===== src/rtl/ddr3_s4_amphy_phy_alt_mem_phy_pkg.sv =====
// Shared types and sizing for the ALTMEMPHY PLL phase-shift controller.
package ddr3_s4_amphy_phy_alt_mem_phy_pkg;

    localparam int unsigned STEP_W_DEF  = 2;
    localparam int unsigned TIMEOUT_DEF = 255;
    localparam int unsigned STEPS_W     = 6;
    localparam int unsigned TO_W        = 10;
    localparam int unsigned CNTSEL_W    = 4;
    localparam int unsigned STEP_CNT_W  = 4;

    typedef enum logic [2:0] {
        ST_IDLE      = 3'd0,
        ST_SETUP     = 3'd1,
        ST_STEP      = 3'd2,
        ST_WAIT_LOW  = 3'd3,
        ST_WAIT_HIGH = 3'd4,
        ST_GAP       = 3'd5,
        ST_DONE      = 3'd6,
        ST_ERR       = 3'd7
    } state_t;

    typedef struct packed {
        logic [CNTSEL_W-1:0] cntsel;
        logic                up;
    } req_t;

endpackage


===== src/rtl/ddr3_s4_amphy_phy_alt_mem_phy_sync2.sv =====
// Two-flop synchronizer with synchronous active-low reset to 0.
module ddr3_s4_amphy_phy_alt_mem_phy_sync2 (
    input  logic clk,
    input  logic rst_n,
    input  logic d,
    output logic q
);

    logic meta_q;
    logic sync_q;

    always_ff @(posedge clk) begin
        if (!rst_n) begin
            meta_q <= 1'b0;
            sync_q <= 1'b0;
        end else begin
            meta_q <= d;
            sync_q <= meta_q;
        end
    end

    assign q = sync_q;

endmodule


===== src/rtl/ddr3_s4_amphy_phy_alt_mem_phy_pll_phs_ctrl.sv =====
// PLL dynamic phase-shift sequencer: issues N phasestep pulses, each gated by
// a phasedone low/high handshake, aborting on timeout or loss of lock.
module ddr3_s4_amphy_phy_alt_mem_phy_pll_phs_ctrl
    import ddr3_s4_amphy_phy_alt_mem_phy_pkg::*;
#(
    parameter int unsigned STEP_W  = STEP_W_DEF,
    parameter int unsigned TIMEOUT = TIMEOUT_DEF
) (
    input  logic                scanclk,
    input  logic                reset_n,
    input  logic                req_valid,
    output logic                req_ready,
    input  logic [CNTSEL_W-1:0] req_cntsel,
    input  logic                req_up,
    input  logic [STEPS_W-1:0]  req_steps,
    output logic                done,
    output logic                err,
    output logic                busy,
    output logic [STEPS_W-1:0]  steps_left,
    input  logic                pll_locked,
    input  logic                pll_phasedone,
    output logic [CNTSEL_W-1:0] pll_phasecounterselect,
    output logic                pll_phasestep,
    output logic                pll_phaseupdown
);

    localparam int unsigned STEP_LAST = STEP_W - 1;
    localparam int unsigned TO_LAST   = TIMEOUT - 1;

    logic                  locked;
    logic                  phasedone;
    state_t                state_q, state_d;
    req_t                  req_q, req_d;
    logic [STEPS_W-1:0]    steps_left_q, steps_left_d;
    logic [STEP_CNT_W-1:0] step_cnt_q, step_cnt_d;
    logic [TO_W-1:0]       to_cnt_q, to_cnt_d;
    logic [CNTSEL_W-1:0]   cntsel_q, cntsel_d;
    logic                  updown_q, updown_d;
    logic                  busy_q, busy_d;
    logic                  done_q, done_d;
    logic                  err_q, err_d;
    logic                  step_q, step_d;

    ddr3_s4_amphy_phy_alt_mem_phy_sync2 u_sync_locked (
        .clk   (scanclk),
        .rst_n (reset_n),
        .d     (pll_locked),
        .q     (locked)
    );

    ddr3_s4_amphy_phy_alt_mem_phy_sync2 u_sync_phasedone (
        .clk   (scanclk),
        .rst_n (reset_n),
        .d     (pll_phasedone),
        .q     (phasedone)
    );

    always_ff @(posedge scanclk) begin
        if (!reset_n) begin
            state_q      <= ST_IDLE;
            req_q        <= '0;
            steps_left_q <= '0;
            step_cnt_q   <= '0;
            to_cnt_q     <= '0;
            cntsel_q     <= '0;
            updown_q     <= 1'b0;
            busy_q       <= 1'b0;
            done_q       <= 1'b0;
            err_q        <= 1'b0;
            step_q       <= 1'b0;
        end else begin
            state_q      <= state_d;
            req_q        <= req_d;
            steps_left_q <= steps_left_d;
            step_cnt_q   <= step_cnt_d;
            to_cnt_q     <= to_cnt_d;
            cntsel_q     <= cntsel_d;
            updown_q     <= updown_d;
            busy_q       <= busy_d;
            done_q       <= done_d;
            err_q        <= err_d;
            step_q       <= step_d;
        end
    end

    // Next-state and datapath
    always_comb begin
        state_d      = state_q;
        req_d        = req_q;
        steps_left_d = steps_left_q;
        step_cnt_d   = step_cnt_q;
        to_cnt_d     = to_cnt_q;
        case (state_q)
            ST_IDLE: begin
                if (req_valid && locked) begin
                    req_d.cntsel = req_cntsel;
                    req_d.up     = req_up;
                    steps_left_d = req_steps;
                    state_d      = (req_steps == '0) ? ST_DONE : ST_SETUP;
                end
            end
            ST_SETUP, ST_GAP: begin
                step_cnt_d = '0;
                state_d    = ST_STEP;
            end
            ST_STEP: begin
                if (step_cnt_q == STEP_CNT_W'(STEP_LAST)) begin
                    to_cnt_d = '0;
                    state_d  = ST_WAIT_LOW;
                end else begin
                    step_cnt_d = step_cnt_q + STEP_CNT_W'(1);
                end
            end
            ST_WAIT_LOW: begin
                if (!phasedone) begin
                    to_cnt_d = '0;
                    state_d  = ST_WAIT_HIGH;
                end else if (to_cnt_q == TO_W'(TO_LAST)) begin
                    state_d = ST_ERR;
                end else begin
                    to_cnt_d = to_cnt_q + TO_W'(1);
                end
            end
            ST_WAIT_HIGH: begin
                if (phasedone) begin
                    steps_left_d = steps_left_q - STEPS_W'(1);
                    state_d      = (steps_left_q == STEPS_W'(1)) ? ST_DONE : ST_GAP;
                end else if (to_cnt_q == TO_W'(TO_LAST)) begin
                    state_d = ST_ERR;
                end else begin
                    to_cnt_d = to_cnt_q + TO_W'(1);
                end
            end
            ST_DONE, ST_ERR: state_d = ST_IDLE;
            default:         state_d = ST_IDLE;
        endcase
        // Lock loss overrides everything and keeps the unfinished step count.
        if (!locked && !(state_q inside {ST_IDLE, ST_DONE, ST_ERR})) begin
            state_d      = ST_ERR;
            steps_left_d = steps_left_q;
        end
    end

    // Outputs registered from the next state so they line up with state_q
    always_comb begin
        busy_d   = (state_d != ST_IDLE);
        done_d   = (state_d == ST_DONE);
        err_d    = (state_d == ST_ERR);
        step_d   = (state_d == ST_STEP);
        cntsel_d = cntsel_q;
        updown_d = updown_q;
        if (state_d == ST_SETUP) begin
            cntsel_d = req_d.cntsel;
            updown_d = req_d.up;
        end else if (state_d == ST_IDLE) begin
            cntsel_d = '0;
            updown_d = 1'b0;
        end
    end

    assign req_ready              = (state_q == ST_IDLE) && locked;
    assign done                   = done_q;
    assign err                    = err_q;
    assign busy                   = busy_q;
    assign steps_left             = steps_left_q;
    assign pll_phasecounterselect = cntsel_q;
    assign pll_phasestep          = step_q;
    assign pll_phaseupdown        = updown_q;

endmodule


===== config.mk =====
export PLATFORM = sky130hd
export DESIGN_NAME = ddr3_s4_amphy_phy_alt_mem_phy_pll_phs_ctrl
export DESIGN_NICKNAME = d
export VERILOG_FILES = /design/src/rtl/ddr3_s4_amphy_phy_alt_mem_phy_pkg.sv /design/src/rtl/ddr3_s4_amphy_phy_alt_mem_phy_sync2.sv /design/src/rtl/ddr3_s4_amphy_phy_alt_mem_phy_pll_phs_ctrl.sv
export SDC_FILE = /design/constraint.sdc
export NUM_CORES = 1
export LEC_CHECK = 0
export CAP_MARGIN = 0
export CORE_MARGIN = 4
export CORE_UTILIZATION = 54
export DETAILED_ROUTE_END_ITERATION = 8
export PLACE_DENSITY = 0.79
export SYNTH_ARGS = -nofsm -noshare
export SYNTH_HDL_FRONTEND = slang
export SYNTH_SLANG_ARGS = --single-unit

===== constraint.sdc =====
create_clock -name scanclk -period 2.6 [get_ports scanclk]
set_clock_uncertainty 0.05 [all_clocks]
set_input_delay 0.39 -clock scanclk [delete_from_list [all_inputs] [get_ports scanclk]]
set_output_delay 0.39 -clock scanclk [all_outputs]
set_load 0.01 [all_outputs]

-- After elaboration in Yosys (flattened, before gate mapping)
Cells that the tools add are included.
- logic and storage cells: 83
- bits in writable memories: 0
- bits in read-only memories: 0
- bits in latches: 0
- memories kept: 0
- output and inout port bits: 16
- bits in registers: 41
- bits of input ports: 16
- divide/modulo/power cells: 0
- add/sub/neg operators: 3
- equal/unequal tests: 19
- reductions and logical operators: 19
- multipliers: 0
- order comparisons: 0
- shift-type cells: 0
- mux-type cells: 25
- bitwise logic cells: 1
- operator list (operator ; count):
    $mux 10 ; 4
    $pmux 10 s3 ; 1
    $mux 3 ; 7
    $eq 3x3->1 const B ; 6
    $pmux 3 s6 ; 1
    $mux 4 ; 3
    $mux 6 ; 2
    $pmux 6 s2 ; 1
    $add 10x1->10 const B ; 1
    $eq 10x8->1 const B ; 1
    $mux 5 ; 2
    $eq 3x2->1 const B ; 3
    $reduce_bool 3->1 ; 3
    $ne 2x2->1 const B ; 4
    $pmux 4 s2 ; 1
    $eq 3x1->1 const B ; 2
    $eq 6x1->1 const B ; 1
    $logic_not 3->1 ; 2
    $logic_not 6->1 ; 1
    $reduce_bool 2->1 ; 3
    $sub 6x1->6 const B ; 1
    $add 4x1->4 const B ; 1
    $eq 4x1->1 const B ; 1
    $reduce_and 4->1 ; 1
    9 further kinds ; 14

-- Logic depth before layout (Yosys ltp)
Gate-level depths: netlist of the first run.
- depth in word-level cells: 8
- depth in mapped cells: 8

-- Modules after synthesis
A second synthesis of the first run with hierarchy kept.
- cell total of the unflattened synthesis: 242
- area, all modules: 1991.9 µm²
- by module, submodules not included (module ; times used ; seq. area each (µm²) ; area each (µm²) ; cells each):
    ddr3_s4_amphy_phy_alt_mem_phy_pll_phs_ctrl ; 1 ; 640.6 ; 1886.8 ; 234
    ddr3_s4_amphy_phy_alt_mem_phy_sync2 ; 2 ; 40.0 ; 52.6 ; 4

-- Least setup slack after synthesis of the first run
Ideal clock, no wire load.
- kind: register to register
- from: register to_cnt_q[0]
- to: register to_cnt_q[9]
- path slack: 563 ps
- stages on the path, launching flop included: 9
- path buffers: 1
- arrival time: 1917 ps
- required time: 2480 ps
- cells stage by stage: dfxtp_1 inv_1 ha_1 nor3b_1 and3_1 buf_6 or2_4 or4_1 a21boi_1
- cells in the longest elaborated chain, start to end: 4
- elaborated cells on any way between the ends: 6
- ends and longest elaborated chain (item ; line ; RTL):
    from (decl) ; ddr3_s4_amphy_phy_alt_mem_phy_pll_phs_ctrl.sv:36 ; logic [TO_W-1:0] to_cnt_q, to_cnt_d;
    from (signal assigned) ; ddr3_s4_amphy_phy_alt_mem_phy_pll_phs_ctrl.sv:76 ; to_cnt_q <= to_cnt_d;
    $add 10x1->10 / $eq 10x8->1 (equally long branches) ; n/a ;
    $mux 10 * ; ddr3_s4_amphy_phy_alt_mem_phy_pll_phs_ctrl.sv:118, ddr3_s4_amphy_phy_alt_mem_phy_pll_phs_ctrl.sv:128 ;
    $mux 10, on equally long branches ; ddr3_s4_amphy_phy_alt_mem_phy_pll_phs_ctrl.sv:125, ddr3_s4_amphy_phy_alt_mem_phy_pll_phs_ctrl.sv:115 ;
    $pmux 10 s3 * ; ddr3_s4_amphy_phy_alt_mem_phy_pll_phs_ctrl.sv:93 ; case (state_q)
Mark *: on every way between the ends. The rest lies on a longest branch, timed or not. The select of a mux whose other input is x is not followed.
A chain may end at the register's enable or synchronous reset.

-- Worst setup path in the final report of the first run
- from: register to_cnt_q[1]
- to: register err_q (netlist: err)
- cells in the longest elaborated chain, start to end: 6
- elaborated cells on any way between the ends: 7
- ends and longest elaborated chain (item ; line ; RTL):
    $eq 10x8->1 * ; ddr3_s4_amphy_phy_alt_mem_phy_pll_phs_ctrl.sv:118, ddr3_s4_amphy_phy_alt_mem_phy_pll_phs_ctrl.sv:128 ;
    $mux 3 * ; ddr3_s4_amphy_phy_alt_mem_phy_pll_phs_ctrl.sv:118, ddr3_s4_amphy_phy_alt_mem_phy_pll_phs_ctrl.sv:128 ;
    $mux 3, on equally long branches ; ddr3_s4_amphy_phy_alt_mem_phy_pll_phs_ctrl.sv:125, ddr3_s4_amphy_phy_alt_mem_phy_pll_phs_ctrl.sv:115 ;
    $pmux 3 s6 * ; ddr3_s4_amphy_phy_alt_mem_phy_pll_phs_ctrl.sv:93 ;
    $mux 3 * ; ddr3_s4_amphy_phy_alt_mem_phy_pll_phs_ctrl.sv:138 ; if (!locked && !(state_q inside {ST_IDLE, ST_DONE, ST_ERR})) begin
    $eq 3x3->1 * ; ddr3_s4_amphy_phy_alt_mem_phy_pll_phs_ctrl.sv:148 ; err_d = (state_d == ST_ERR);
    to (signal assigned) ; ddr3_s4_amphy_phy_alt_mem_phy_pll_phs_ctrl.sv:81 ; err_q <= err_d;
    to (decl) ; ddr3_s4_amphy_phy_alt_mem_phy_pll_phs_ctrl.sv:41 ; logic err_q, err_d;
Mark *: on every way between the ends. The rest lies on a longest branch, timed or not.

==> flow_summary.ini, run 1 <==
[status]
status = complete, no violations

[placement]
pre_cts_ws_ns = 0.300
dp_hpwl_um = 3360
routabilityCongestion = 0.830
port_buffers = 31
dp_cells = 321

[timing]
maxSlewViolCount = 0
period_needed_ns = 2.23
fin_crit_sh_pct = 85.6
setup_slack_ns = 0.373
setup-tns-final_ns = 0
hold_ws_ns = 0.389
rsz0062_at_grt = false
slew_headroom_pct = 55.8
fmax_ghz = 0.449
worstMarginPinSlew_ns = 0.662
final-hold-violation-count = 0
setup_viol = 0

[cts]
cts.sink_count = 41
cts_buffers = 5
clock_path_buffers = 2
htreeDepth = 2
cts_tree = yes
cts_resized = 0
clockRootBuffer = clkbuf_8
clock_latency_ns = 0.29
holdBufCountCts = 0
clk_pin_slew_ns = 0.08
post_cts.repair.setup_buffers = 0

[power_and_ir_drop]
internal_power_mw = 1.31
power_leakage_nw = 0.933
switchingPower_mw = 0.812
p_clk_share_pct = 20.5
pwr-share-comb_pct = 40.6
ir_worst_vdd_mv = 0.455
powerDensity_nw_per_um2 = 808
sequentialPowerShare_pct = 39.0
switching_share_pct = 38.2

[yosys]
synth_top_area_share_pct = 37.7
syn_inst = 247
synth_cell_types = 59
yosys-top-cells-area = dfxtp_1 38%, nor2_1 3.6%, and2_1 3.4%
synth_area_per_cell_um2 = 8.81
postSynthRegisterBits = 41
synth_nets = 269
synth_edf_count = 0
synthTopCellsByCount = 41 x dfxtp_1, 21 x nor2_1, 15 x nand2_1
netlist_area_um2 = 2180
synth_top_flop_cell = dfxtp_1
seq_area_frac_synth_pct = 37.7
async_flop_share_pct = 0
yosys_warnings = 0
yosysMostFrequentCell = dfxtp_1
synth_top_area_cell = dfxtp_1

[worst_hold_path]
hold_class = flop to flop
hold_start = u_sync_locked.meta_q
min_path_cells = 1
hold-path-endpoint = u_sync_locked.q

[global_route]
grt_max_degree = 18
grt_pass1_wl_um = 8070
grt_pass1_vias = 1785
grt.total_usage_pct = 19.0
antenna_found_initial = 0
overflow = 0

[final_layout]
synthToLayoutAreaGrowth_pct = 20.7
final_cells = 329
antenna_cells = 0
layout-drive-gt1-share_pct = 11.4
fillCellCount = 298
nNetsFinal = 302

[drt]
drt_wl_total_um = 4600
wl_per_cell_um = 14.0
first_pass_iters = 4
first_iter_violations = 143
drc = 0
ant_nets = 0
vias = 1875
vias_per_cell = 5.70

[worst_setup_path]
worst_r2r_path_depth = 6
cp-start-kind = flop
endpoint_kind = flop
r2r_slack_ns = 0.37
rr_startpoint = to_cnt_q[1]
cp_max_fo = 6
critical_path_class = flop to flop
required_ns = 2.75
timing.rr.end = err
arrival_ns = 2.38

[floorplan]
num_io_pins = 32
initial_utilization_pct = 57.7
die_w_um = 71.5
die_area_um2 = 5110
die_y_um = 71.5
rows = 22
core_area_um2 = 3770

[job]
cap_violations = 0
logic make-up (layout without fill, tap and decap cells):
family          count (synthesis)  after routing  synth area share (%)
buf+inv                        21             55                  4.54
xor+xnor                        6              6                  2.41
simple gates                  110            110                  30.0
flops                          41             41                  37.7
fa+ha+maj                       6              6                  3.45
compound gates                 56             56                  18.6
mux                             7              7                  3.33
metal layers:
layer | up-vias | wire length, um | track usage (%)
met5 | - | 0 | 0
met4 | 0 | 21 | 3.13
met3 | 4 | 228 | 4.63
met2 | 36 | 2190 | 31.9
met1 | 874 | 2160 | 25.1
li1 | 961 | - | -
cells in the final DEF (no fill, tap or decap), types with 3 or more instances in the layout:
cell	n
a21oi_1	10
inv_1	9
o21ai_0	10
nor3_1	6
nand2b_1	3
xnor2_1	6
mux2i_1	5
nand4_1	5
ha_1	6
nor3b_1	4
nand3_1	6
nand2_1	15
clkbuf_8	6
o2bb2ai_1	5
buf_4	6
a211oi_1	3
o22ai_1	3
nor2_1	21
clkdlybuf4s50_1	31
dfxtp_1	41
and2_1	12
nor2b_1	11
a21boi_1	3
nor4_1	6
a31oi_1	3
power groups by stage:
stage	Clock [mW]	Combinational [mW]	Sequential, mW
after floorplan	0	0.661	0.785
after global placement	0	0.842	0.839
after detailed placement	0	0.860	0.835
after CTS	0.448	0.863	0.822
after global routing	0.477	0.977	0.841
final	0.435	0.862	0.827
worst max-delay path by stage:
| stage | startpoint | end | slack, ns | cells past startpoint |
|---|---|---|---|---|
| detailed placement | req_steps[4] | done | 0.30 | 5 |
| global route | to_cnt_q[0] | err | 0.14 | 7 |
| floorplan | to_cnt_q[0] | to_cnt_q[9] | 0.56 | 8 |
| CTS | state_q[2] | req_ready | 0.40 | 2 |
| global placement | req_steps[4] | busy | 0.36 | 6 |
| finish | to_cnt_q[1] | err | 0.37 | 6 |
sequential cells by signal (all words and copies together), names as in the netlist:
name,flops
busy,1
done,1
err,1
pll_phasecounterselect,4
pll_phasestep,1
pll_phaseupdown,1
req_q,5
state_q,3
step_cnt_q,4
steps_left,6
to_cnt_q,10
u_sync_locked.meta_q,1
u_sync_locked.q,1
u_sync_phasedone.meta_q,1
u_sync_phasedone.q,1
stage by stage:
stage / total power, mW / area (um^2) / utilization (%)
2_1_floorplan: 1.45 / 2180 / -
3_3_place_gp: 1.68 / 2530 / 67.1
3_5_place_dp: 1.69 / 2530 / 67.1
4_1_cts: 2.13 / 2630 / 69.7
5_1_grt: 2.29 / 2630 / 69.7
6_report: 2.12 / 2630 / 69.7
layout make-up:
| class | instances | area [um^2] | area share [%] |
|---|---|---|---|
| clock buffer | 6 | 82.6 | 3.14 |
| clock inverter | 2 | 13.8 | 0.524 |
| inverter | 10 | 37.5 | 1.43 |
| multi-input combinational | 185 | 1260 | 47.9 |
| sequential | 41 | 821 | 31.2 |
| tap | 48 | 60.1 | 2.29 |
| timing repair buffer | 37 | 355 | 13.5 |
worst max-delay path, cell delays in order (launching register included):
cell and delay [ns]:
dfxtp_1 0.44, ha_1 0.17, nor3b_1 0.55, nand4_1 0.21, a31oi_1 0.25, o21ai_0 0.20, nor3_1 0.26
(Power assumes the default switching activity.)
==> inputs of run 2 (changes only) <==
--- a/config.mk
+++ b/config.mk
@@ -10,6 +10,7 @@
 export CORE_UTILIZATION = 54
 export DETAILED_ROUTE_END_ITERATION = 8
 export PLACE_DENSITY = 0.79
+export RECOVER_POWER = 25
 export SYNTH_ARGS = -nofsm -noshare
 export SYNTH_HDL_FRONTEND = slang
 export SYNTH_SLANG_ARGS = --single-unit
==> flow_summary.ini, run 2 (same netlist as run 1, synthesis figures left out) <==
[worst_setup_path]
critPathTopFamily = simple AND/OR/NAND/NOR gates
critPathSlowestCell = nor3b_1
rr_startpoint = to_cnt_q[1]
crit_buf_inv = 0
timing.rr.end = err
cp_cell_sequence = ha_1 -> nor3b_1 -> nand4_1 -> a31oi_1 -> o21ai_0 -> nor3_1
endpoint = err
cp_max_fo = 6
required_ns = 2.75
endpoint_kind = flop
arrival_ns = 2.39
startpoint = to_cnt_q[1]
crit_cells = 6
worst_r2r_path_depth = 6
cp-start-kind = flop
critical_path_class = flop to flop
r2r_slack_ns = 0.37
critical_path.max_stage_delay_ns = 0.56

[drt]
wl_per_cell_um = 13.9
vias_per_cell = 5.71
vias = 1879
ant_nets = 0
first_iter_violations = 139
first_pass_iters = 4
drt_wl_total_um = 4580
drc = 0

[timing]
setup-tns-final_ns = 0
fmax_ghz = 0.448
worstMarginPinSlew_ns = 0.666
maxSlewViolCount = 0
period_needed_ns = 2.23
fin_crit_sh_pct = 85.9
rsz0062_at_grt = false
slew_headroom_pct = 55.5
final-hold-violation-count = 0
hold_ws_ns = 0.388
setup_viol = 0

[global_route]
grt_pass1_wl_um = 8070
grt_max_degree = 18
grt.total_usage_pct = 19.0
grt_pass1_vias = 1785
overflow = 0
antenna_found_initial = 0

[placement]
routabilityCongestion = 0.830
port_buffers = 31
dp_hpwl_um = 3360

[power_and_ir_drop]
ir_worst_vdd_mv = 0.453
power_leakage_nw = 0.960
powerDensity_nw_per_um2 = 804

[final_layout]
antenna_cells = 0
layout-drive-gt1-share_pct = 11.0
final_cell_mix = 41 x dfxtp_1, 21 x nor2_1, 20 x clkdlybuf4s50_1
largest_register = to_cnt_q
largest_reg_flops = 10
nNetsFinal = 302
layout.cells.most_common = dfxtp_1
synthToLayoutAreaGrowth_pct = 20.5

[floorplan]
core_area_um2 = 3770
initial_utilization_pct = 57.7
num_io_pins = 32
die_area_um2 = 5110
rows = 22
die_w_um = 71.5
die_y_um = 71.5

[cts]
cts.sink_count = 41
cts_resized = 0
post_cts.repair.setup_buffers = 0
holdBufCountCts = 0
clock_latency_ns = 0.29
cts_tree = yes
clockRootBuffer = clkbuf_8
clk_pin_slew_ns = 0.09
clock_path_buffers = 2
htreeDepth = 2
cts_buffers = 5

[status]
status = complete, no violations

[worst_hold_path]
hold_class = flop to flop

[job]
cap_violations = 0
==> run 2: changes by cell type in the layout (fill, tap and decap cells not counted) <==
cell | previous run | this run
and2_0 | 0 | 1
and2_1 | 12 | 11
buf_4 | 6 | 5
clkbuf_1 | 0 | 1
clkdlybuf4s50_1 | 31 | 20
dlygate4sd3_1 | 0 | 11
==> run 2: layout make-up <==
type	count	area, um^2
Sequential cell	41	821
Multi-Input combinational cell	185	1260
Inverter	10	37.5
Clock inverter	2	13.8
Fill cell	298	1150
Clock buffer	6	82.6
Tap cell	48	60.1
Timing Repair Buffer	37	352
==> run 2: worst min-delay path by stage <==
stage,startpoint,end,slack [ns],cells after the start
2_1_floorplan,u_sync_locked.meta_q,u_sync_locked.q,0.36,1
4_1_cts,u_sync_locked.meta_q,u_sync_locked.q,0.39,1
3_5_place_dp,u_sync_locked.meta_q,u_sync_locked.q,0.37,1
6_report,u_sync_locked.meta_q,u_sync_locked.q,0.39,1
5_1_grt,u_sync_locked.meta_q,u_sync_locked.q,0.41,1
3_3_place_gp,u_sync_phasedone.meta_q,u_sync_phasedone.q,0.36,1
==> run 2: layer usage <==
| layer | GRT usage (%) | share of wire, % | wire length (um) | up-vias |
|---|---|---|---|---|
| li1 | - | - | - | 959 |
| met1 | 25.1 | 47 | 2160 | 880 |
| met2 | 31.9 | 48 | 2180 | 38 |
| met3 | 4.63 | 5.0 | 229 | 2 |
| met4 | 3.13 | 0.28 | 13 | 0 |
| met5 | 0 | 0 | 0 | - |
==> run 2: per-stage QoR <==
stage | setup slack (ns) | cells | cell area (um^2) | power (mW) | util [%]
floorplan | 0.563 | 247 | 2180 | 1.45 | -
global placement | 0.356 | 321 | 2530 | 1.68 | 67.1
detailed placement | 0.300 | 321 | 2530 | 1.69 | 67.1
CTS | 0.399 | 329 | 2630 | 2.13 | 69.7
global route | 0.142 | 329 | 2620 | 2.28 | 69.6
finish | 0.366 | 329 | 2620 | 2.11 | 69.6
==> run 2: report_power, final <==
part	total, mW	switching [mW]	leakage, nW	internal [mW]
clock	0.436	0.221	0.0512	0.215
sequential	0.823	0.122	0.333	0.701
combinational	0.851	0.467	0.576	0.384
total	2.11	0.810	0.960	1.30
==> inputs of run 3 (changes only) <==
--- a/config.mk
+++ b/config.mk
@@ -5,12 +5,15 @@
 export SDC_FILE = /design/constraint.sdc
 export NUM_CORES = 1
 export LEC_CHECK = 0
+export ABC_AREA = 1
 export CAP_MARGIN = 0
 export CORE_MARGIN = 4
 export CORE_UTILIZATION = 54
 export DETAILED_ROUTE_END_ITERATION = 8
 export PLACE_DENSITY = 0.79
 export RECOVER_POWER = 25
+export SLEW_MARGIN = 20
 export SYNTH_ARGS = -nofsm -noshare
 export SYNTH_HDL_FRONTEND = slang
 export SYNTH_SLANG_ARGS = --single-unit
+export TNS_END_PERCENT = 50
==> flow_summary.ini, run 3 <==
[floorplan]
die_w_um = 71.7
rows = 22
initial_utilization_pct = 57.6
die_area_um2 = 5140
core_area_um2 = 3800
num_io_pins = 32
die_y_um = 71.7

[global_route]
overflow = 0
antenna_found_initial = 0
grt_max_degree = 22
grt.total_usage_pct = 18.7
grt_pass1_vias = 1825
grt_pass1_wl_um = 7760

[timing]
fmax_ghz = 0.465
final-hold-violation-count = 0
worstMarginPinSlew_ns = 0.890
rsz0062_at_grt = false
setup_slack_ns = 0.448
setup-tns-final_ns = 0
hold_ws_ns = 0.367
setup_viol = 0
fin_crit_sh_pct = 82.8
maxSlewViolCount = 0
slew_headroom_pct = 40.7
period_needed_ns = 2.15

[job]
cap_violations = 0

[cts]
cts.sink_count = 41
clockRootBuffer = clkbuf_8
holdBufCountCts = 0
cts_resized = 0
clock_latency_ns = 0.30
cts_tree = yes
cts_buffers = 5
htreeDepth = 2
post_cts.repair.setup_buffers = 0
clock_path_buffers = 2
clk_pin_slew_ns = 0.08

[final_layout]
antenna_cells = 0
layout.cells.most_common = nand2_1
final_cell_mix = 65 x nand2_1, 43 x nor2_1, 41 x dfxtp_1
nNetsFinal = 360
largest_register = to_cnt_q
layout-drive-gt1-share_pct = 11.2
largest_reg_flops = 10
synthToLayoutAreaGrowth_pct = 19.7

[worst_setup_path]
cp-start-kind = flop
required_ns = 2.16
cp_max_fo = 6
cp_cell_sequence = nor2_4 -> nand2_2 -> nor2_1 -> clkdlybuf4s50_1
rr_startpoint = state_q[1]
arrival_ns = 1.71
endpoint_kind = output port
startpoint = state_q[1]
critical_path_class = flop to output port
critical_path.max_stage_delay_ns = 0.54
critPathSlowestCell = clkdlybuf4s50_1

[yosys]
postSynthRegisterBits = 41
async_flop_share_pct = 0
yosys-top-cells-area = dfxtp_1 38%, nand2_1 11%, nor2_1 7.4%
synth_top_area_share_pct = 37.5
yosysMostFrequentCell = nand2_1
synthTopCellsByCount = 64 x nand2_1, 43 x nor2_1, 41 x dfxtp_1
synth_top_area_cell = dfxtp_1
seq_area_frac_synth_pct = 37.5
netlist_area_um2 = 2190
synth_area_per_cell_um2 = 7.22
synth_edf_count = 0
synth_nets = 325
syn_inst = 303
synth_top_flop_cell = dfxtp_1
yosys_warnings = 0
synth_cell_types = 35

[worst_hold_path]
hold_class = flop to flop
hold_start = u_sync_locked.meta_q

[power_and_ir_drop]
ir_worst_vdd_mv = 0.659
power_leakage_nw = 1.13
powerDensity_nw_per_um2 = 766

[placement]
port_buffers = 31
routabilityCongestion = 0.861
dp_hpwl_um = 3370
pre_cts_ws_ns = 0.584

[drt]
ant_nets = 0
vias = 1986
first_iter_violations = 125
drc = 0
drt_wl_total_um = 4480
wl_per_cell_um = 11.6
vias_per_cell = 5.13
first_pass_iters = 4

[status]
status = complete, no violations
==> run 3: changes by cell type in the layout (fill, tap and decap cells not counted), moves of 11 or more <==
cell,previous run,this run
nor2b_1,11,0
and2_1,11,0
nor2_1,21,43
nand3_1,6,20
inv_1,9,36
nand2_1,15,65
==> run 3: power breakdown <==
| part | internal (mW) | switching, mW | leakage, nW | total, mW |
|---|---|---|---|---|
| clock | 0.288 | 0.232 | 0.0554 | 0.521 |
| sequential | 0.701 | 0.0697 | 0.334 | 0.770 |
| combinational | 0.261 | 0.455 | 0.738 | 0.716 |
==> run 3: critical path: cells and delay by family (launching register included) <==
family | cells | cell delay (ns)
buf+inv | 1 | 0.54
flops | 1 | 0.39
simple gates | 3 | 0.48
==> run 3: layout make-up <==
type	count	area (um^2)
inverter	43	161
clock inverter	2	38.8
multi-input combinational	215	1150
tap	48	60.1
timing repair buffer	32	314
clock buffer	6	72.6
fill	327	1180
sequential	41	821
==> run 3: final timing paths <==
path	endpoint	slack, ns	cells after the start
worst max-delay path	req_ready	0.45	4
worst min-delay path	u_sync_locked.q	0.37	2
worst max register to register	err	0.80	7
worst min register to register	u_sync_locked.q	0.37	2
==> run 3: metal layers <==
layer  share of wire [%]  global-route usage, %
met1                  49                   24.6
met2                  44                   29.5
met3                 4.8                   3.93
met4                 1.7                   8.14
met5                   0                      0
==> run 3: cells by family (layout without fill, tap and decap cells) <==
group / count (synthesis) / count (layout) / synth area share (%)
buffers and inverters: 47 / 83 / 8.58
AOI/OAI and AO/OA: 48 / 48 / 14.4
xor gates and xnor gates: 1 / 1 / 0.400
DFF: 41 / 41 / 37.5
and+or+nand+nor: 160 / 160 / 35.7
adders and majority gates: 6 / 6 / 3.43
==> run 3: per-stage QoR <==
stage / cells / total power [mW] / instance area, um^2 / utilization (%)
after floorplan: 303 / 1.33 / 2190 / -
after global placement: 379 / 1.50 / 2540 / 66.9
after detailed placement: 379 / 1.51 / 2540 / 66.9
after CTS: 387 / 2.02 / 2650 / 69.8
after global routing: 387 / 2.14 / 2620 / 69.0
final: 387 / 2.01 / 2620 / 69.0
